## config.mk

```make
export PLATFORM = sky130hd
export DESIGN_NAME = instr_fetch_unit
export DESIGN_NICKNAME = d
export VERILOG_FILES = /design/src/rtl/instr_fetch_unit.sv
export SDC_FILE = /design/constraint.sdc
export NUM_CORES = 1
export LEC_CHECK = 0
export CAP_MARGIN = 25
export CORE_MARGIN = 2
export CORE_UTILIZATION = 50
export DETAILED_ROUTE_END_ITERATION = 8
export DONT_BUFFER_PORTS = 1
export PLACE_DENSITY = 0.69
export SYNTH_ARGS = -nofsm -noshare
export SYNTH_HDL_FRONTEND = slang
export SYNTH_SLANG_ARGS = --single-unit
```

## constraint.sdc

```tcl
create_clock -name clk -period 2.83 [get_ports clk]
set_input_delay 0 -clock clk [delete_from_list [all_inputs] [get_ports clk]]
set_output_delay 0 -clock clk [all_outputs]
set_load 0.02 [all_outputs]
```

## src/rtl/instr_fetch_unit.sv

```systemverilog
`default_nettype none
// ============================================================================
// Module   : instr_fetch_unit
// Purpose  : Instruction fetch stage. Holds the PC, issues word reads to a
//            synchronous instruction memory (data returns one cycle after the
//            request), buffers returned words in a 2-entry FIFO and presents
//            them to decode over a valid/ready handshake. Redirects from
//            execute flush the buffer and restart fetch at the target.
// Revision : 1.0 - initial release
// ----------------------------------------------------------------------------
// Ports:
//   clk            - clock, all state updates on the rising edge
//   rst_n          - synchronous active-low reset
//   imem_req       - read request this cycle
//   imem_addr      - word-aligned byte address of the request
//   imem_rdata     - read data, valid the cycle after the request
//   instr_valid    - FIFO head holds a valid instruction
//   instr_ready    - decode accepts the head this cycle
//   instr          - head instruction word
//   instr_pc       - PC of the head instruction
//   opcode         - instr[6:0], for the control unit
//   redirect_valid - branch taken / jump: flush and restart fetch
//   redirect_pc    - redirect target address
//   fetch_fault    - sticky flag, set by a misaligned redirect target
// ============================================================================
module instr_fetch_unit #(
  parameter int              XLEN     = 32,
  parameter logic [XLEN-1:0] RESET_PC = '0
) (
  input  logic            clk,
  input  logic            rst_n,
  output logic            imem_req,
  output logic [XLEN-1:0] imem_addr,
  input  logic [XLEN-1:0] imem_rdata,
  output logic            instr_valid,
  input  logic            instr_ready,
  output logic [XLEN-1:0] instr,
  output logic [XLEN-1:0] instr_pc,
  output logic [6:0]      opcode,
  input  logic            redirect_valid,
  input  logic [XLEN-1:0] redirect_pc,
  output logic            fetch_fault
);

  localparam logic [XLEN-1:0] C_PC_STEP = XLEN'(4);

  logic [XLEN-1:0] pc_q,       pc_d;
  logic [XLEN-1:0] req_addr_q, req_addr_d;   // address of the in-flight request
  logic            inflight_q, inflight_d;
  logic [XLEN-1:0] fifo_instr_q [2];
  logic [XLEN-1:0] fifo_instr_d [2];
  logic [XLEN-1:0] fifo_pc_q    [2];
  logic [XLEN-1:0] fifo_pc_d    [2];
  logic            head_q,     head_d;
  logic [1:0]      count_q,    count_d;
  logic            fault_q,    fault_d;

  logic       pop;
  logic       pop_eff;
  logic       push;
  logic       issue;
  logic       tail;
  logic [2:0] occupancy;

  assign instr_valid = rst_n && (count_q != 2'd0);
  assign pop         = instr_valid && instr_ready;
  // A redirect overrides the handshake: the head is not consumed.
  assign pop_eff     = pop && !redirect_valid;
  assign push        = inflight_q && !redirect_valid;

  // Slots that will be occupied once the in-flight response lands. Never
  // underflows: pop implies count_q >= 1.
  assign occupancy = {1'b0, count_q} + {2'b00, inflight_q} - {2'b00, pop};
  assign issue     = rst_n && !redirect_valid && !fault_q && (occupancy < 3'd2);

  // count_q + inflight_q <= 2 guarantees a push never sees a full FIFO, so the
  // tail is simply the slot after the head when one entry is present.
  assign tail = head_q ^ count_q[0];

  assign imem_req    = issue;
  assign imem_addr   = pc_q;
  assign instr       = fifo_instr_q[head_q];
  assign instr_pc    = fifo_pc_q[head_q];
  assign opcode      = instr[6:0];
  assign fetch_fault = fault_q;

  always_comb begin
    pc_d         = pc_q;
    req_addr_d   = req_addr_q;
    inflight_d   = 1'b0;
    fifo_instr_d = fifo_instr_q;
    fifo_pc_d    = fifo_pc_q;
    head_d       = head_q;
    count_d      = count_q;
    fault_d      = fault_q;

    if (redirect_valid) begin
      // Flush: buffered entries and the response arriving now are dropped.
      count_d = 2'd0;
      head_d  = 1'b0;
      pc_d    = {redirect_pc[XLEN-1:2], 2'b00};
      if (redirect_pc[1:0] != 2'b00) begin
        fault_d = 1'b1;
      end
    end else begin
      if (issue) begin
        pc_d       = pc_q + C_PC_STEP;   // wraps modulo 2^XLEN
        req_addr_d = pc_q;
        inflight_d = 1'b1;
      end
      if (push) begin
        fifo_instr_d[tail] = imem_rdata;
        fifo_pc_d[tail]    = req_addr_q;
      end
      if (pop_eff) begin
        head_d = ~head_q;
      end
      count_d = count_q + {1'b0, push} - {1'b0, pop_eff};
    end
  end

  always_ff @(posedge clk) begin
    if (!rst_n) begin
      pc_q         <= RESET_PC;
      req_addr_q   <= RESET_PC;
      inflight_q   <= 1'b0;
      fifo_instr_q <= '{default: '0};
      fifo_pc_q    <= '{default: '0};
      head_q       <= 1'b0;
      count_q      <= 2'd0;
      fault_q      <= 1'b0;
    end else begin
      pc_q         <= pc_d;
      req_addr_q   <= req_addr_d;
      inflight_q   <= inflight_d;
      fifo_instr_q <= fifo_instr_d;
      fifo_pc_q    <= fifo_pc_d;
      head_q       <= head_d;
      count_q      <= count_d;
      fault_q      <= fault_d;
    end
  end

endmodule
`default_nettype wire

```

Word-level counts from Yosys, hierarchy flattened:

Cells that the tools add are included.

* input bits: 68
* register bits after elaboration: 197
* output and inout port bits: 106
* word-level logic and storage cells: 56

* magnitude comparators: 4
* reduce and logical (&&, ||, !) cells: 17
* mux-type cells: 13
* $add $sub $neg: 5
* bitwise operators: 6

Operators with widths (count)
* 2-to-1 mux 32 bit: 9
* bitwise mux 64 bit: 2
* adder 32 x 3 -> 32 bit (second input constant): 1
* demux 32 bit (select 1 bit): 1
* logical AND 1 bit: 8
* AND reduction 2 bit: 3
* nonzero test 2 bit: 3
* >= comparator 2 bit (second input constant): 2
* inverter 1 -> 2 bit: 2
* adder 2 x 1 -> 3 bit: 1
* less-than comparator 3 x 2 -> 1 bit (second input constant): 1
* inverter 1 bit: 3
* subtractor 3 x 1 -> 3 bit: 1
* adder 2 x 1 -> 2 bit: 1
* logical NOT 1 bit: 2
* less-than comparator 2 x 1 -> 1 bit (second input constant): 1
* OR reduction 2 bit: 1
* subtractor 2 x 1 -> 2 bit: 1
* 2-to-1 mux 1 bit: 1
* XOR 1 bit: 1

Logic depth before layout (Yosys ltp):

Gate-level depths: netlist of run 1.

* depth in word-level cells: 8
* gate-level depth with buffers: 17
* gate-level depth less buffers: 13

Worst setup path after synthesis of run 1:

OpenSTA, ideal clock, no wires.

* path type: flip-flop to flip-flop
* start point: register count_q[0]
* end point: register pc_q[9] (netlist: imem_addr[9])
* cell stages (with the launch flop): 16
* required time: 2.715 ns
* arrival: 3.218 ns
* setup time: 0.115 ns
* buffers on the path: 2
* period minus slack after synthesis: 3.332 ns
* setup slack: -0.502 ns
* path through: dfxtp_1 > nor2_1 > nor2_1 > nand2_1 > inv_1 > ha_1 > nand2b_1 > fa_1 > xor2_1 > or4b_1 > buf_2 > clkinv_4 > buf_6 > nand2_1 > o311a_1 > o21a_1

* cells in the longest elaborated chain, start to end: 7
* elaborated cells between the ends (all ways): 8
* those cells by class: 2 x add/sub; 1 x order compare; 5 x reduce/logical

RTL lines
* start, declared: RTL line 55 `logic [1:0] count_q, count_d;`
* start signal, assigned: RTL line 139 `count_q <= count_d;`
* nonzero test 2 bit: RTL line 65 `assign instr_valid = rst_n && (count_q != 2'd0);`
* logical AND 1 bit: RTL line 65
* via instr_valid: RTL line 35 `output logic instr_valid,`
* logical AND 1 bit: RTL line 66 `assign pop = instr_valid && instr_ready;`
* subtractor 3 x 1 -> 3 bit: RTL line 73 `assign occupancy = {1'b0, count_q} + {2'b00, inflight_q} - {2'b00, pop};`
* less-than comparator 3 x 2 -> 1 bit: RTL line 74 `assign issue = rst_n && !redirect_valid && !fault_q && (occupancy < 3'd2);`
* logical AND 1 bit: RTL line 74
* nonzero test 2 bit (no source line)
* end signal, assigned: RTL line 133 `pc_q <= pc_d;`
* end, declared: RTL line 47 `logic [XLEN-1:0] pc_q, pc_d;`

The timed path passes the listed nets, and every way through them passes these cells.
A chain may end at the register's enable or synchronous reset.

Final worst setup path of run 1:

* start point: register count_q[1]
* end point: register pc_q[22] (netlist: imem_addr[22])

* cells in the longest elaborated chain, start to end: 7
* elaborated cells between the ends (all ways): 8
* those cells by class: 2 x add/sub; 1 x order compare; 5 x reduce/logical

RTL lines (RTL line)
* branches (longest 3 deep; another with adder 2 x 1 -> 3 bit)
* subtractor 3 x 1 -> 3 bit (*): 73
* less-than comparator 3 x 2 -> 1 bit (*): 74
* logical AND 1 bit (*): 74
* nonzero test 2 bit (no source line) (*)

Every way passes the cells marked *.

==> results of run 1 <==
==> layout by cell type, fill, tap and decap left out, types with 4 or more instances in the layout <==
master         instances
a21oi_1              170
a31oi_1                7
a32oi_1                6
and3_1                10
buf_4                 31
clkbuf_16             17
conb_1                 4
dfxtp_1              186
dlygate4sd3_1         70
inv_1                  9
inv_6                  4
mux2_2                63
nand2_1              337
nand3_1                7
nand4_1               12
nor2_1                16
nor2_4                 4
o21a_1                 4
o21ai_0               12
o22ai_1                7
xor2_1                11
==> per-layer routing <==
layer  up-vias  GRT usage, %
li1       3478             -
met1      3343          31.7
met2       265          43.1
met3        22          7.21
met4         0          6.34
met5         -             0
==> area by class of cell <==
| type | count | area [µm²] |
|---|---|---|
| multi-input combinational | 728 | 4020 |
| tap | 216 | 270 |
| fill | 1398 | 6120 |
| clock buffer | 20 | 457 |
| sequential | 189 | 3790 |
| clock inverter | 12 | 158 |
| timing repair buffer | 105 | 1000 |
| inverter | 13 | 66.3 |
==> per-stage QoR <==
step           power [mW]  setup TNS (ns)  instance area, µm²  util, %  hold WS [ns]
2_1_floorplan        3.11           -1.66                8190        -         0.132
3_3_place_gp         3.18               0                8370     52.7         0.123
3_5_place_dp         3.18          -0.297                8370     52.7         0.124
4_1_cts              5.76               0                9730     61.3        0.0896
5_1_grt              5.93          -0.833                9770     61.5         0.119
6_report             5.74               0                9770     61.5        0.0987
==> final timing paths <==
check | start | end | depth (start not counted)
max | count_q[1]$_SDFF_PP0_ | imem_addr[22]$_SDFFE_PN0P_ | 13
min | redirect_valid | fifo_instr_q[46]$_SDFFE_PN0P_ | 5
max reg2reg | count_q[1]$_SDFF_PP0_ | imem_addr[22]$_SDFFE_PN0P_ | 13
min reg2reg | fifo_instr_q[42]$_SDFFE_PN0P_ | fifo_instr_q[42]$_SDFFE_PN0P_ | 2
==> kinds of logic (layout without fill, tap and decap cells) <==
logic type	Yosys count	in the layout	share of synthesized area, %
mux	67	67	9.35
simple gates	412	412	21.0
buf+inv	95	150	5.31
fa+ha+maj	5	5	0.863
xor+xnor	13	13	1.40
flops	189	189	46.6
other cells	1	4	0.0462
compound gates	227	227	15.4
==> flip-flops by register name (all words and copies together) (netlist names) <==
name,cells
fetch_fault,1
imem_addr,30
count_q,2
fifo_pc_q,60
inflight_q,1
head_q,1
req_addr_q,30
fifo_instr_q,64
==> where the power goes <==
part / internal (mW) / leakage (nW) / switching [mW]
clock: 1.45 / 0.305 / 1.05
sequential: 2.71 / 1.53 / 0.0842
combinational: 0.175 / 1.68 / 0.265
total: 4.33 / 3.52 / 1.40
==> critical path, cell delays in order, from the launching register on <==
cell	delay, ns
dfxtp_4	0.35
nor2_4	0.12
nor2_4	0.05
nand2_2	0.06
inv_2	0.04
ha_4	0.20
nand2b_4	0.13
fa_2	0.33
xor2_1	0.15
or4b_4	0.54
clkinv_8	0.12
nand3_4	0.09
or4_1	0.41
a31oi_1	0.13
==> what timing repair did <==
action,CTS,global route
setup endpoints to repair,27,37
hold buffers,71,0
hold endpoints to repair,98,0
gates cloned,0,0
gates resized for setup,4,9
setup buffers,0,1
==> impl_metrics.py, run 1 <==
metrics = {
    "outcome": {
        "status": "finished, final reports clean",
    },
    "floorplan": {
        "initial_core_util_pct": 51.1,
        "core_mm2": 0.0159,
        "die_area_mm2": 0.0173,
        "num_rows": 46,
        "die_x_um": 131,
        "die_y_um": 131,
        "boundaryPins": 174,
    },
    "yosys": {
        "syn_inst": 1009,
        "synth_common_cells": "nand2_1 (341), dfxtp_1 (189), a21oi_1 (170)",
        "ys_types": 53,
        "yosysMostFrequentCell": "nand2_1",
        "ys_seq_area_share_pct": 46.6,
        "ys.warnings.count": 0,
        "yosys.area.top_type": "dfxtp_1",
        "syn_area_per_cell_um2": 8.05,
        "synthFlopType": "dfxtp_1",
        "synth-edff-count": 0,
        "synth_top_area_share_pct": 46.6,
        "async_flop_share_pct": 0,
        "synthTopCellsByArea": "dfxtp_1 (47%), nand2_1 (16%), a21oi_1 (10%)",
        "netlist_area_mm2": 0.00812,
        "synth-seq-cells": 189,
    },
    "worst_setup_path": {
        "cp-start-kind": "register",
        "cp.required_ns": 3.18,
        "regToRegSetupSlack_ns": 0.02,
        "worstSetupPathType": "reg2reg",
        "crit_fanout": 13,
        "cp-end-kind": "register",
        "critical_path_arrival_ns": 3.16,
    },
    "placement": {
        "place_inst": 1179,
        "pre_cts_ws_ns": -0.0353,
        "place.gp.congestion": 0.862,
        "io_buffers": 0,
        "hpwl_um": 13000,
    },
    "sta": {
        "fin_crit_sh_pct": 99.3,
        "finalWorstSetupSlack_ns": 0.0210,
        "hold_viol": 0,
        "finalCriticalPeriod_ns": 2.81,
        "fmax_mhz": 356,
        "grt_setup_unrepaired": "true",
        "skew_ns": 0.0113,
        "drv_slew": 0,
        "worst_slew_pin_slew_ns": 0.968,
        "slew_headroom_pct": 35.5,
        "setup_viol": 0,
    },
    "detailed_routing": {
        "top_layer_used": "met4",
        "ant_nets": 0,
        "dr_wl_met2_um": 10500,
        "initialDrtViolationCount": 456,
        "met3_length_um": 1740,
        "routed_via_density": 5.54,
        "drc_errors": 0,
        "vias": 7108,
        "finalWirelength_um": 21700,
        "met1Wirelength_um": 9210,
        "first_pass_iters": 5,
        "wl_per_cell_um": 16.9,
    },
    "cts": {
        "htree_levels": 4,
        "clkSinkCount": 189,
        "clockRootBuffer": "clkbuf_16",
        "cts_tree": "yes",
        "clkSlewWorstSetupHoldPaths_ns": 0.07,
        "clkLatencyLatePin_ns": 0.43,
        "cts_buffer_depth": 2,
        "cts_made_buffers": 17,
    },
    "global_routing": {
        "grt_max_degree": 93,
        "grt_pass1_wl_um": 35900,
        "antenna_found_initial": 0,
        "grtUsageTotal_pct": 25.4,
        "grt_pass1_vias": 6877,
        "grt_overflow": 0,
    },
    "power_and_ir_drop": {
        "power_density_mw_per_mm2": 588,
        "ir_drop_mv": 0.450,
        "power.leakage_nw": 3.52,
    },
    "final_layout": {
        "areaGrowthSynthToFinish_pct": 20.2,
        "fin_nets": 1127,
        "diodes": 0,
        "stdcell_count": 1283,
        "final_layout_size_suffix_gt1_share_pct": 15.0,
    },
    "hold_path": {
        "hp-class": "in2reg",
    },
    "job": {
        "drv_cap": 0,
    },
}
Power figures use the tool's default switching activity.
==> run 2: changes to the inputs <==
Settings changed: CORE_UTILIZATION 50 to 57, PLACE_DENSITY 0.69 to 0.76, SETUP_SLACK_MARGIN from default to 0.2.
==> run 2 against run 1 <==
Effect of this change:
- total power is 4.7% lower
- die area is 12% lower
- combinational power is 27% higher
- maximum frequency is 7.2% lower
- the flow now finishes with violations (setup timing)
- largest power group unchanged
- sequential power hardly changed
- critical endpoint is now imem_addr[9]$_SDFFE_PN0P_
- clock power is 16% lower
- hold slack better by 0.051 ns
==> impl_metrics.py, run 2 (synthesis gave the netlist of run 1 again) <==
metrics = {
    "global_routing": {
        "grt_max_degree": 179,
        "grt_overflow": 0,
        "grt_pass1_wl_um": 35000,
        "grtUsageTotal_pct": 29.3,
        "antenna_found_initial": 0,
        "grt_pass1_vias": 6835,
    },
    "sta": {
        "setup_viol": 48,
        "finalWorstSetupSlack_ns": -0.196,
        "fmax_mhz": 330,
        "skew_ns": 0.00886,
        "hold_viol": 0,
        "tns_ns": -3.26,
        "slew_headroom_pct": 37.9,
        "drv_slew": 0,
        "grt_setup_unrepaired": "true",
        "fin_crit_sh_pct": 107,
        "finalCriticalPeriod_ns": 3.03,
        "worst_slew_pin_slew_ns": 0.925,
        "fin_hold_ws_ns": 0.150,
    },
    "power_and_ir_drop": {
        "power_density_mw_per_mm2": 535,
        "power.leakage_nw": 3.71,
        "ir_drop_mv": 0.336,
        "finalPower_mw": 5.47,
    },
    "detailed_routing": {
        "wl_per_cell_um": 18.4,
        "initialDrtViolationCount": 813,
        "ant_nets": 0,
        "finalWirelength_um": 23500,
        "vias": 7496,
        "routed_via_density": 5.89,
        "first_pass_iters": 5,
        "drc_errors": 0,
    },
    "final_layout": {
        "largest_register_ffs": 64,
        "final_layout_size_suffix_gt1_share_pct": 18.9,
        "final_util_pct": 73.6,
        "final_common_cell": "nand2_1",
        "fin_nets": 1155,
        "diodes": 0,
        "multi_input_area_mm2": 0.00419,
        "top_regs": "fifo_instr_q (64), fifo_pc_q (60)",
        "fill_cells": 961,
        "regArea_mm2": 0.00379,
        "top_register": "fifo_instr_q",
        "areaGrowthSynthToFinish_pct": 25.8,
        "most-common-layout-cells": "nand2_1 (330), dfxtp_1 (186), a21oi_1 (166)",
    },
    "floorplan": {
        "num_rows": 43,
        "die_y_um": 123,
        "die_area_mm2": 0.0152,
        "boundaryPins": 174,
        "core_mm2": 0.0139,
        "die_x_um": 123,
        "initial_core_util_pct": 58.5,
    },
    "cts": {
        "clkSinkCount": 189,
        "htree_levels": 4,
        "clkSlewWorstSetupHoldPaths_ns": 0.07,
        "cts_tree": "yes",
        "cts_made_buffers": 17,
        "cts_buffer_depth": 2,
        "clkLatencyLatePin_ns": 0.42,
        "clockRootBuffer": "clkbuf_16",
    },
    "worst_setup_path": {
        "regToRegSetupSlack_ns": -0.20,
        "worstSetupPathType": "reg2reg",
        "crit_fanout": 7,
        "cp-end-kind": "register",
        "cp-start-kind": "register",
        "ff2ff_path_depth": 13,
        "critical_path_arrival_ns": 3.34,
        "cp.required_ns": 3.14,
    },
    "outcome": {
        "violations": "setup timing",
        "status": "finished with violations",
    },
    "placement": {
        "io_buffers": 0,
        "place.gp.congestion": 0.856,
        "hpwl_um": 12200,
    },
    "job": {
        "drv_cap": 0,
    },
    "hold_path": {
        "hp-class": "in2reg",
        "holdPathStages": 3,
    },
}
run 2: cell types whose count changed in the layout (fill, tap and decap cells not counted), moves of 5 or more:
cell,change
nand2_1,-7
clkbuf_1,+6
buf_12,+5
o21ai_0,-6
buf_6,+11
run 2: path summary, 6_finish.rpt:
check / start / endpoint
setup / recovery: count_q[1]$_SDFF_PP0_ / imem_addr[9]$_SDFFE_PN0P_
hold / removal: rst_n / imem_addr[5]$_SDFFE_PN0P_
hold reg to reg: fifo_pc_q[43]$_SDFFE_PN0P_ / fifo_pc_q[43]$_SDFFE_PN0P_
setup reg to reg: count_q[1]$_SDFF_PP0_ / imem_addr[9]$_SDFFE_PN0P_
run 2: report_power, final:
group	total [mW]	switching, mW	leakage (nW)	internal [mW]
Clock	2.11	0.928	0.247	1.18
Sequential	2.80	0.0897	1.53	2.71
Combinational	0.559	0.311	1.93	0.247
Total	5.47	1.33	3.71	4.14
run 2: worst max-delay path, cell delays in order (launching register included):
cell and delay (ns):
dfxtp_4 0.37, nor2_4 0.04, nor2_4 0.13, nand2_2 0.07, inv_2 0.06, ha_4 0.19, nand2b_4 0.13, fa_2 0.52
or4b_4 0.58, clkinv_8 0.13, buf_4 0.13, nand2_4 0.05, o311a_1 0.32, o21a_1 0.20
run 2: per-stage QoR:
step	std cells	instance area (µm²)	worst slack (ns)
2_1_floorplan	1012	8220	-0.155
3_3_place_gp	1142	8340	0.0150
3_5_place_dp	1142	8340	-0.0362
4_1_cts	1264	10000	-0.0500
5_1_grt	1272	10200	-0.231
6_report	1272	10200	-0.196
run 2: repair_timing:
action	4_1_cts	5_1_grt
setup buffers	16	7
hold buffers	71	0
resized for setup	41	38
endpoints found under the setup margin	55	61
gates cloned	6	1
pin swaps	18	20
endpoints found under the hold margin	98	0
run 2: area by class of cell:
class | count | share of cell area (%)
multi-input cells | 728 | 41.0
flip-flops and latches | 189 | 37.1
repair buffers | 132 | 13.9
clock buffers | 27 | 4.82
well taps | 180 | 2.20
inverters | 13 | 0.649
repair inverters | 1 | 0.159
clock inverters | 2 | 0.0979
run 2: metal layers:
metal | global-route usage (%) | routed length [µm]
met1 | 35.6 | 9250
met2 | 48.7 | 11300
met3 | 8.03 | 2130
met4 | 12.5 | 766
met5 | 0 | 0
